==> src/rtl/pix_pack_pkg.sv <==
// Shared types and default geometry for the 16-to-128 pixel packer.
package pix_pack_pkg;

  localparam int IN_WIDTH  = 16;
  localparam int OUT_WIDTH = 128;
  localparam int RATIO     = 8;
  localparam int LANE_W    = $clog2(RATIO);

  typedef enum logic {
    ACCUM = 1'b0,
    HOLD  = 1'b1
  } state_e;

endpackage

==> src/rtl/pix_pack_16to128.sv <==
// Packs IN_WIDTH-bit pixels LSB-first into OUT_WIDTH-bit FIFO words, stalling in HOLD on wr_full.
// Optional line-end zero-padded flush is enabled with `define PIX_PACK_LINE_FLUSH_EN.
module pix_pack_16to128 #(
  parameter int IN_WIDTH  = pix_pack_pkg::IN_WIDTH,
  parameter int OUT_WIDTH = pix_pack_pkg::OUT_WIDTH,
  parameter int RATIO     = pix_pack_pkg::RATIO
) (
  input  logic                 clk,
  input  logic                 rst_n,
  input  logic                 in_vsync,
  input  logic                 in_valid,
  input  logic [IN_WIDTH-1:0]  in_data,
  input  logic                 in_last,
  output logic                 in_ready,
  output logic                 wr_en,
  output logic [OUT_WIDTH-1:0] wr_data,
  input  logic                 wr_full,
  output logic [15:0]          frame_words,
  output logic                 align_err
);
  import pix_pack_pkg::*;

  localparam int            LW        = $clog2(RATIO);
  localparam logic [LW-1:0] LANE_LAST = LW'(RATIO - 1);

  state_e                 state_reg, state_next;
  logic [LW-1:0]          lane_reg, lane_next, lane_eff;
  logic [OUT_WIDTH-1:0]   acc_reg, acc_next, word_next;
  logic [OUT_WIDTH-1:0]   wr_data_reg;
  logic                   wr_en_reg, wr_en_next;
  logic [15:0]            frame_words_reg;
  logic                   align_err_reg;
  logic                   in_ready_c, accept, flush, complete;

  // A frame start realigns before the same-cycle pixel is placed, so it lands in lane 0.
  assign lane_eff = in_vsync ? '0 : lane_reg;
  assign accept   = in_valid && in_ready_c;

`ifdef PIX_PACK_LINE_FLUSH_EN
  assign flush = accept && in_last && (lane_eff != LANE_LAST);
`else
  logic unused_in_last;
  assign unused_in_last = in_last;
  assign flush          = 1'b0;
`endif

  assign complete = accept && ((lane_eff == LANE_LAST) || flush);

  // State register
  always_ff @(posedge clk or negedge rst_n) begin
    if (!rst_n) state_reg <= ACCUM;
    else        state_reg <= state_next;
  end

  // Next-state logic
  always_comb begin
    state_next = state_reg;
    case (state_reg)
      ACCUM:   if (complete && wr_full) state_next = HOLD;
      HOLD:    if (!wr_full)            state_next = ACCUM;
      default: state_next = ACCUM;
    endcase
  end

  // Output decode
  always_comb begin
    in_ready_c = 1'b0;
    wr_en_next = 1'b0;
    case (state_reg)
      ACCUM: begin
        in_ready_c = 1'b1;
        wr_en_next = complete && !wr_full;
      end
      HOLD:    wr_en_next = !wr_full;
      default: ;
    endcase
  end

  // Lane insert; untouched upper lanes stay zero because the accumulator clears per word.
  always_comb begin
    word_next = in_vsync ? '0 : acc_reg;
    if (accept) word_next[int'(lane_eff) * IN_WIDTH +: IN_WIDTH] = in_data;
    acc_next  = complete ? '0 : word_next;
    lane_next = complete ? '0 : (accept ? lane_eff + LW'(1) : lane_eff);
  end

  always_ff @(posedge clk or negedge rst_n) begin
    if (!rst_n) begin
      lane_reg        <= '0;
      acc_reg         <= '0;
      wr_data_reg     <= '0;
      wr_en_reg       <= 1'b0;
      frame_words_reg <= '0;
      align_err_reg   <= 1'b0;
    end else begin
      lane_reg  <= lane_next;
      acc_reg   <= acc_next;
      wr_en_reg <= wr_en_next;
      // complete only fires in ACCUM, so a word parked in HOLD is never overwritten
      if (complete) wr_data_reg <= word_next;
      if (in_vsync)
        frame_words_reg <= '0;
      else if (wr_en_reg && (frame_words_reg != 16'hFFFF))
        frame_words_reg <= frame_words_reg + 16'd1;
      if (in_vsync && (lane_reg != '0)) align_err_reg <= 1'b1;
    end
  end

  assign in_ready    = in_ready_c;
  assign wr_en       = wr_en_reg;
  assign wr_data     = wr_data_reg;
  assign frame_words = frame_words_reg;
  assign align_err   = align_err_reg;

endmodule

==> config.mk <==
export PLATFORM = sky130hd
export DESIGN_NAME = pix_pack_16to128
export DESIGN_NICKNAME = d
export VERILOG_FILES = /design/src/rtl/pix_pack_pkg.sv /design/src/rtl/pix_pack_16to128.sv
export SDC_FILE = /design/constraint.sdc
export NUM_CORES = 1
export LEC_CHECK = 0
export CORE_ASPECT_RATIO = 0.75
export CORE_MARGIN = 10
export CORE_UTILIZATION = 55
export CTS_CLUSTER_DIAMETER = 40
export DETAILED_ROUTE_END_ITERATION = 6
export GPL_TIMING_DRIVEN = 0
export HOLD_SLACK_MARGIN = 0.08
export PLACE_DENSITY = 0.81
export SLEW_MARGIN = 20
export SYNTH_ARGS = -nofsm -noshare
export SYNTH_HDL_FRONTEND = slang
export SYNTH_SLANG_ARGS = --single-unit
==> constraint.sdc <==
create_clock -name clk -period 3.39 [get_ports clk]
set_clock_uncertainty 0.1 [all_clocks]
set_input_delay 0.678 -clock clk [delete_from_list [all_inputs] [get_ports clk]]
set_output_delay 0.678 -clock clk [all_outputs]
set_load 0.005 [all_outputs]
# [Word level (Yosys, flattened, before mapping)]
# Index checks and enable logic that the tools add are counted.
[totals] ff_bits=278 inputBits=22 output_inout_bits=147 wordCells=38
[op_classes] n_addsub=3 eq_ne=2 shifts=2 n_mux=14 n_bitwise=1 n_reduce_logical=9
[op_table] cell="$mux W128" n=3
[op_table] cell="$bwmux W128" n=1
[op_table] cell="$shift A16 B33 Y128 const A" n=1
[op_table] cell="$shiftx A16 B33 Y128" n=1
[op_table] cell="$neg A7 Y33" n=1
[op_table] cell="$mux W16" n=2
[op_table] cell="$add A16 B1 Y16 const B" n=1
[op_table] cell="$ne A16 B16 Y1 const B" n=1
[op_table] cell="$mux W3" n=3
[op_table] cell="$logic_and A1 B1 Y1" n=6
[op_table] cell="$pmux W1 S2" n=2
[op_table] cell="$add A3 B1 Y3 const B" n=1
[op_table] cell="$eq A3 B3 Y1 const B" n=1
[op_table] cell="$mux W1" n=3
[op_table] cell="$reduce_bool A3 Y1" n=1
[op_table] cell="$reduce_bool A2 Y1" n=1
[op_table] cell="$logic_not A1 Y1" n=1
[op_table] cell="$not A1 Y1" n=1

# [Longest topological paths before layout]
# Gate-level depths: netlist of run 1.
[logic_depth] word_depth=6 depth_mapped=13 ltp_nobuf=8

# [Least setup slack after synthesis of run 1]
# Ideal clock, no wire load.
[synth_timing] path_type="in2reg" startpoint="in in_vsync" endpoint="reg wr_data_reg[40], in the netlist wr_data[40]" setup_time_ps=130 t_arrival_ps=3172 t_required_ps=3160 path_slack_ps=-12 path_stages=11 path_buffers=3 path_cell_list="buf_2 inv_1 clkbuf_1 nand2_1 ha_1 ha_1 or4b_4 nor3_4 buf_12 mux2i_1 o21ai_1"
[synth_between] elab_chain_len=5 elab_cells_between_ends=9 classes_between="1 x add/sub; 1 x eq/ne; 2 x shift; 4 x mux; 1 x reduce/logical"
[synth_rtl] item="start, declared" line="pix_pack_16to128.sv:10" source="input logic in_vsync,"
[synth_rtl] item="$mux W3" line="pix_pack_16to128.sv:36" source="assign lane_eff = in_vsync ? '0 : lane_reg;"
[synth_rtl] item="$neg A7 Y33" line="pix_pack_16to128.sv:82" source="if (accept) word_next[int'(lane_eff) * IN_WIDTH +: IN_WIDTH] = in_data;"
[synth_rtl] item="$shiftx A16 B33 Y128 or $shift A16 B33 Y128 (tied branches)" line="pix_pack_16to128.sv:82"
[synth_rtl] item="$bwmux W128" line="pix_pack_16to128.sv:82"
[synth_rtl] item="$mux W128" line="pix_pack_16to128.sv:82"
[synth_rtl] item="end signal, assigned" line="pix_pack_16to128.sv:100" source="if (complete) wr_data_reg <= word_next;"
[synth_rtl] item="end, declared" line="pix_pack_16to128.sv:29" source="logic [OUT_WIDTH-1:0] wr_data_reg;"
# Parallel ways exist; a longest one is shown, timed or not.
# A chain may end at the register's enable or synchronous reset.

# [Final worst setup path of run 1]
[layout_timing] startpoint="in in_vsync" endpoint="reg wr_data_reg[58], in the netlist wr_data[58]"
# Same word-level chain as after synthesis.

==> impl_metrics.json, run 1 <==
{
  "final_antenna_net_count": 0,
  "max_stage_delay_ps": 500,
  "firstDrtPassIters": 5,
  "synth_top_area_share_pct": 59.2,
  "tightest_slew_ps": 781,
  "yosys_warnings": 0,
  "syn_to_final_growth_pct": 28.2,
  "antenna_found_initial": 1,
  "grt_pass1_wl_mm": 51.7,
  "num-nets-final": 1346,
  "wl_met1_mm": 14.7,
  "synth_area_leader_cell": "dfrtp_1",
  "nFillCells": 1496,
  "peakVddDrop_v": 0.000346,
  "num_rows": 46,
  "layout-drive-gt1-share_pct": 8.21,
  "root_buffer": "clkbuf_16",
  "drcViolationCount": 0,
  "leakage_uw": 0.00698,
  "slew_headroom_pct": 47.8,
  "synth_top_family_by_area": "simple AND/OR/NAND/NOR gates",
  "vias": 9243,
  "ys_ff_latch": 278,
  "finalPower_uw": 7600,
  "place_ws_ps": -682,
  "die_area_um2": 27700,
  "tritoncts": "yes",
  "path_clk_slew_ps": 60,
  "gp_congestion": 0.863,
  "grt_max_degree": 107,
  "path_cells": "buf_2 > clkinvlp_4 > clkbuf_4 > nand2_1 > inv_1 > ha_1 > ha_1 > nand2_1 > buf_2 > clkbuf_2 > clkbuf_1 > nand2_1 > o21ai_0",
  "final_util_pct": 71.5,
  "synth_cells": 1111,
  "ys_types": 48,
  "r2r_cells": 10,
  "path_depth": 13,
  "period_share_pct": 95.2,
  "clock-sinks": 278,
  "cap_viol_max_count": 0,
  "hold_class": "reg2reg",
  "route.met3.wl_mm": 3.00,
  "whs_path_depth": 2,
  "criticalPathCategory": "in2reg",
  "fp.coreArea_um2": 21100,
  "top_layer_used": "met5",
  "finalHoldViolCount": 0,
  "finalSetupViolCount": 0,
  "cts_buffer_depth": 3,
  "syn-num-nets": 1139,
  "timing.hold.ws_ps": 380,
  "wl_mm": 33.3,
  "slew_viol_final": 0,
  "grt.total_usage_pct": 23.5,
  "synth_mux_area_share_pct": 11.2,
  "syn_area_um2": 11800,
  "critPathCaptureType": "flop",
  "synth_xor_area_share_pct": 0.0745,
  "port_buffers": 166,
  "synthAdderAreaFrac_pct": 0.639,
  "async_flop_share_pct": 100,
  "synth_seq_area_share_pct": 59.2,
  "worst_slack_ps": 164,
  "drtIter0Drc": 900,
  "max_freq_ghz": 0.310,
  "path_delay_family": "buffers and inverters",
  "vias_per_cell": 5.67,
  "final_area_um2": 15100,
  "dp_hpwl_mm": 22.9,
  "fp.dieH_um": 147,
  "status": "finished clean",
  "placed_cell_area_um2": 13800,
  "synth_compound_area_share_pct": 7.07,
  "start_util_pct": 55.8,
  "cpMostUsedCell": "nand2_1",
  "synthTopCellsByArea": "dfrtp_1 59%, mux2i_1 10%, nand2_1 4.9%",
  "cp-start-kind": "input pin",
  "cts_buffers": 34,
  "fp.dieW_um": 189,
  "num_io_pins": 169,
  "critPathMaxFanout": 10,
  "critical_path_arrival_ps": 3550,
  "power.density_nw_per_um2": 504,
  "met2WireLength_mm": 14.8,
  "rsz0062_at_grt": "yes",
  "syn_avg_cell_area_um2": 10.6,
  "worstPathRequired_ps": 3710,
  "path_buf_inv": 7,
  "wl_per_cell_um": 20.4,
  "htreeDepth": 2,
  "synth_flop_cell": "dfrtp_1",
  "first_global_vias": 9108,
  "synth_simple_gate_area_share_pct": 18.4,
  "synth_edf_count": 0,
  "period_minus_slack_ps": 3230,
  "slowest_stage": "clkbuf_1",
  "clock_latency_ps": 510,
  "grt.overflow.total": 0
}
==> report_power, final <==
| group | leakage (uW) | internal (uW) | switching, uW |
|---|---|---|---|
| registers | 0.00387 | 3360 | 11.6 |
| clock network | 0.000573 | 2370 | 1420 |
| logic | 0.00253 | 138 | 303 |
==> stage by stage <==
| stage | instances | setup TNS (ps) |
|---|---|---|
| final | 1631 | 0 |
| after global routing | 1630 | -60.3 |
| after CTS | 1626 | 0 |
| after detailed placement | 1567 | -106600 |
| after global placement | 1565 | -2862590 |
| after floorplan | 1111 | 0 |
==> what timing repair did <==
item / CTS / global route
hold buffers: 1 / 0
setup buffers: 0 / 3
setup endpoints to repair: 82 / 134
endpoints found under the hold margin: 51 / 0
gates resized for setup: 1 / 16
==> cells in the mapped netlist (10+ instances only) <==
| cell type | n |
|---|---|
| dfrtp_1 | 278 |
| nand2_1 | 153 |
| nor2_1 | 140 |
| mux2i_1 | 120 |
| o21ai_0 | 94 |
| nor2b_1 | 79 |
| clkbuf_1 | 50 |
| o21ai_1 | 40 |
| nor3b_1 | 19 |
| buf_2 | 13 |
| and2_1 | 12 |
| mux2_2 | 10 |
==> final timing paths <==
kind                       slack, ps   startpoint        endpoint
max in group asynchronous       1640        rst_n    wr_data[105]
min in group asynchronous        640        rst_n  frame_words[8]
max                              160     in_vsync     wr_data[58]
min                              380  wr_data[24]     wr_data[24]
min reg2reg                      380  wr_data[24]     wr_data[24]
max reg2reg                      250  lane_reg[0]    wr_data[103]
==> per-layer routing <==
layer / vias to the layer above / GRT usage (%)
met5: - / 0
met2: 374 / 34.3
met3: 63 / 7.40
li1: 4145 / -
met1: 4659 / 32.6
met4: 2 / 7.64
==> cells by family after synthesis <==
kind of cell | Yosys count
DFF | 278
and+or+nand+nor | 453
adders and majority gates | 6
muxes | 130
AOI/OAI and AO/OA | 157
xor gates and xnor gates | 1
buffers and inverters | 86
==> tightest hold or removal path: cells and delay by family (launching register included) <==
| kind | cells | cell delay (ps) |
|---|---|---|
| AO/OA/AOI/OAI | 1 | 60 |
| AND/OR/NAND/NOR | 1 | 50 |
| flip-flops | 1 | 340 |
==> layout make-up <==
type	instances	area, um2	area share [%]
Antenna cell	3	7.51	0.0498
Timing Repair Buffer	172	1750	11.6
Tap cell	288	360	2.39
Multi-Input combinational cell	747	4400	29.2
Sequential cell	278	6960	46.2
Buffer	75	370	2.46
Inverter	10	41.3	0.274
Clock buffer	42	942	6.25
Clock inverter	16	236	1.57
==> cell usage in the layout, fill, tap and decap left out, drive strengths merged, types with 2 or more instances in the layout <==
master / synthesis / final
dfrtp: 278 / 278
clkdlybuf4s50: 0 / 165
nand2: 153 / 153
nor2: 140 / 140
o21ai: 134 / 134
mux2i: 120 / 120
clkbuf: 51 / 92
nor2b: 79 / 79
buf: 25 / 31
nor3b: 19 / 19
inv: 10 / 13
and2: 12 / 12
mux2: 10 / 10
a21oi: 9 / 9
nand3: 7 / 7
and3: 7 / 7
ha: 6 / 6
nor3: 6 / 6
nand4: 5 / 5
nor4: 5 / 5
bufinv: 0 / 5
clkinv: 0 / 5
o31ai: 4 / 4
diode: 0 / 3
clkinvlp: 0 / 3
nand3b: 3 / 3
and4: 3 / 3
or4: 3 / 3
nor4b: 2 / 2
nand4b: 2 / 2
a31oi: 2 / 2
a311oi: 2 / 2
or3: 2 / 2
or2: 2 / 2
(Power assumes the default switching activity.)
==> inputs of run 2 (changes only) <==
--- a/config.mk
+++ b/config.mk
@@ -13,6 +13,7 @@
 export GPL_TIMING_DRIVEN = 0
 export HOLD_SLACK_MARGIN = 0.08
 export PLACE_DENSITY = 0.81
+export SKIP_CTS_REPAIR_TIMING = 1
 export SLEW_MARGIN = 20
 export SYNTH_ARGS = -nofsm -noshare
 export SYNTH_HDL_FRONTEND = slang
==> impl_metrics.json, run 2 (synthesized netlist as in run 1, its figures left out) <==
{
  "firstDrtPassIters": 6,
  "path_cells": "buf_2 > inv_1 > clkbuf_4 > nand2_1 > ha_1 > ha_1 > or4b_4 > nor4b_2 > buf_4 > buf_8 > mux2i_2 > o21ai_1",
  "dp_hpwl_mm": 22.9,
  "cap_viol_max_count": 0,
  "worstPathRequired_ps": 3670,
  "num-nets-final": 1346,
  "htreeDepth": 2,
  "slowest_stage": "or4b_4",
  "max_freq_ghz": 0.304,
  "port_buffers": 166,
  "vias_per_cell": 5.69,
  "drcViolationCount": 0,
  "finalHoldViolCount": 0,
  "multiInputGateArea_um2": 4400,
  "antenna_found_initial": 1,
  "critPathMaxFanout": 10,
  "grt.overflow.total": 0,
  "status": "finished clean",
  "grt_max_degree": 107,
  "final_cell_mix": "278 x dfrtp_1, 165 x clkdlybuf4s50_1, 153 x nand2_1, 140 x nor2_1, 119 x mux2i_1",
  "fp.dieH_um": 147,
  "fin_cells": 1631,
  "period_share_pct": 97.0,
  "first_global_vias": 9104,
  "gp_congestion": 0.863,
  "syn_to_final_growth_pct": 28.2,
  "start_util_pct": 55.8,
  "hold_class": "reg2reg",
  "finalPower_uw": 7590,
  "cts_buffer_depth": 3,
  "nFillCells": 1498,
  "critical_path_arrival_ps": 3570,
  "fp.dieW_um": 189,
  "timing.setup.tns_ps": 0,
  "slew_headroom_pct": 50.7,
  "period_minus_slack_ps": 3290,
  "seq_area_um2": 6960,
  "finalSetupViolCount": 0,
  "grt_pass1_wl_mm": 51.6,
  "leakage_uw": 0.00698,
  "mostFrequentLayoutCell": "dfrtp_1",
  "layout-drive-gt1-share_pct": 8.06,
  "whs_path_depth": 2,
  "wl_per_cell_um": 20.3,
  "critPathCaptureType": "flop",
  "path_clk_slew_ps": 60,
  "slew_viol_final": 0,
  "clock_latency_ps": 510,
  "worst_r2r_endpoint": "wr_data[103]",
  "rsz0062_at_grt": "yes",
  "die_area_um2": 27700,
  "tritoncts": "yes",
  "num_io_pins": 169,
  "cp-start-kind": "input pin",
  "fp.coreArea_um2": 21100,
  "r2r_cells": 10,
  "drtIter0Drc": 952,
  "clock-sinks": 278,
  "power.density_nw_per_um2": 504,
  "grt.total_usage_pct": 23.5,
  "wl_mm": 33.2,
  "final_antenna_net_count": 0,
  "root_buffer": "clkbuf_16",
  "criticalPathCategory": "in2reg",
  "hold_end": "wr_data[24]",
  "min-delay-start": "wr_data[24]",
  "cts_buffers": 34,
  "r2r_setup_slack_ps": 260,
  "timing.rr.start": "lane_reg[0]",
  "tightest_slew_ps": 738,
  "place_inst": 1567,
  "num_rows": 46,
  "max_stage_delay_ps": 560,
  "peakVddDrop_v": 0.000348,
  "cpMostUsedCell": "ha_1",
  "vias": 9278
}
run 2: worst max-delay path: cells and delay by family:
family	cells	cell delay (ps)
AOI/OAI and AO/OA	1	120
adders and majority gates	2	410
buffers and inverters	5	1090
muxes	1	320
and+or+nand+nor	3	910
run 2: where the power goes:
| group | internal, uW | switching, uW |
|---|---|---|
| registers | 3360 | 11.7 |
| logic | 138 | 302 |
| clock network | 2370 | 1410 |
| total | 5860 | 1730 |
run 2: layer usage:
layer	vias up	track usage, %	share of wire (%)
met5	-	0	0
met4	0	7.64	2.9
met3	76	7.38	10
met2	434	34.2	44
met1	4619	32.6	43
li1	4149	-	-
run 2: cell type report:
class                           instances  area share (%)
Antenna cell                            3          0.0498
Buffer                                 75            2.45
Clock buffer                           42            6.25
Clock inverter                         16            1.57
Inverter                               10           0.249
Multi-Input combinational cell        747            29.2
Sequential cell                       278            46.2
Tap cell                              288            2.39
Timing Repair Buffer                  172            11.6
run 2: through the flow:
step	utilization [%]	instance area (um2)	setup slack, ps	hold slack, ps
final	71.5	15100	100	380
after global routing	71.5	15100	-40.3	390
after CTS	71.3	15000	-178	54.0
after detailed placement	65.7	13800	-682	367
after global placement	65.4	13800	-9970	361
after floorplan	-	11800	13.5	282
run 2: worst max path at each step:
| stage | from | end | slack (ps) | cells past startpoint |
|---|---|---|---|---|
| finish | in_vsync | wr_data[103] | 100 | 12 |
| floorplan | in_vsync | wr_data[102] | 10 | 12 |
| CTS | in_vsync | wr_data[103] | -180 | 12 |
| global placement | rst_n | wr_data[87] | -9970 | 1 |
| global route | in_vsync | wr_data[103] | -40 | 12 |
| detailed placement | in_vsync | wr_data[103] | -680 | 12 |
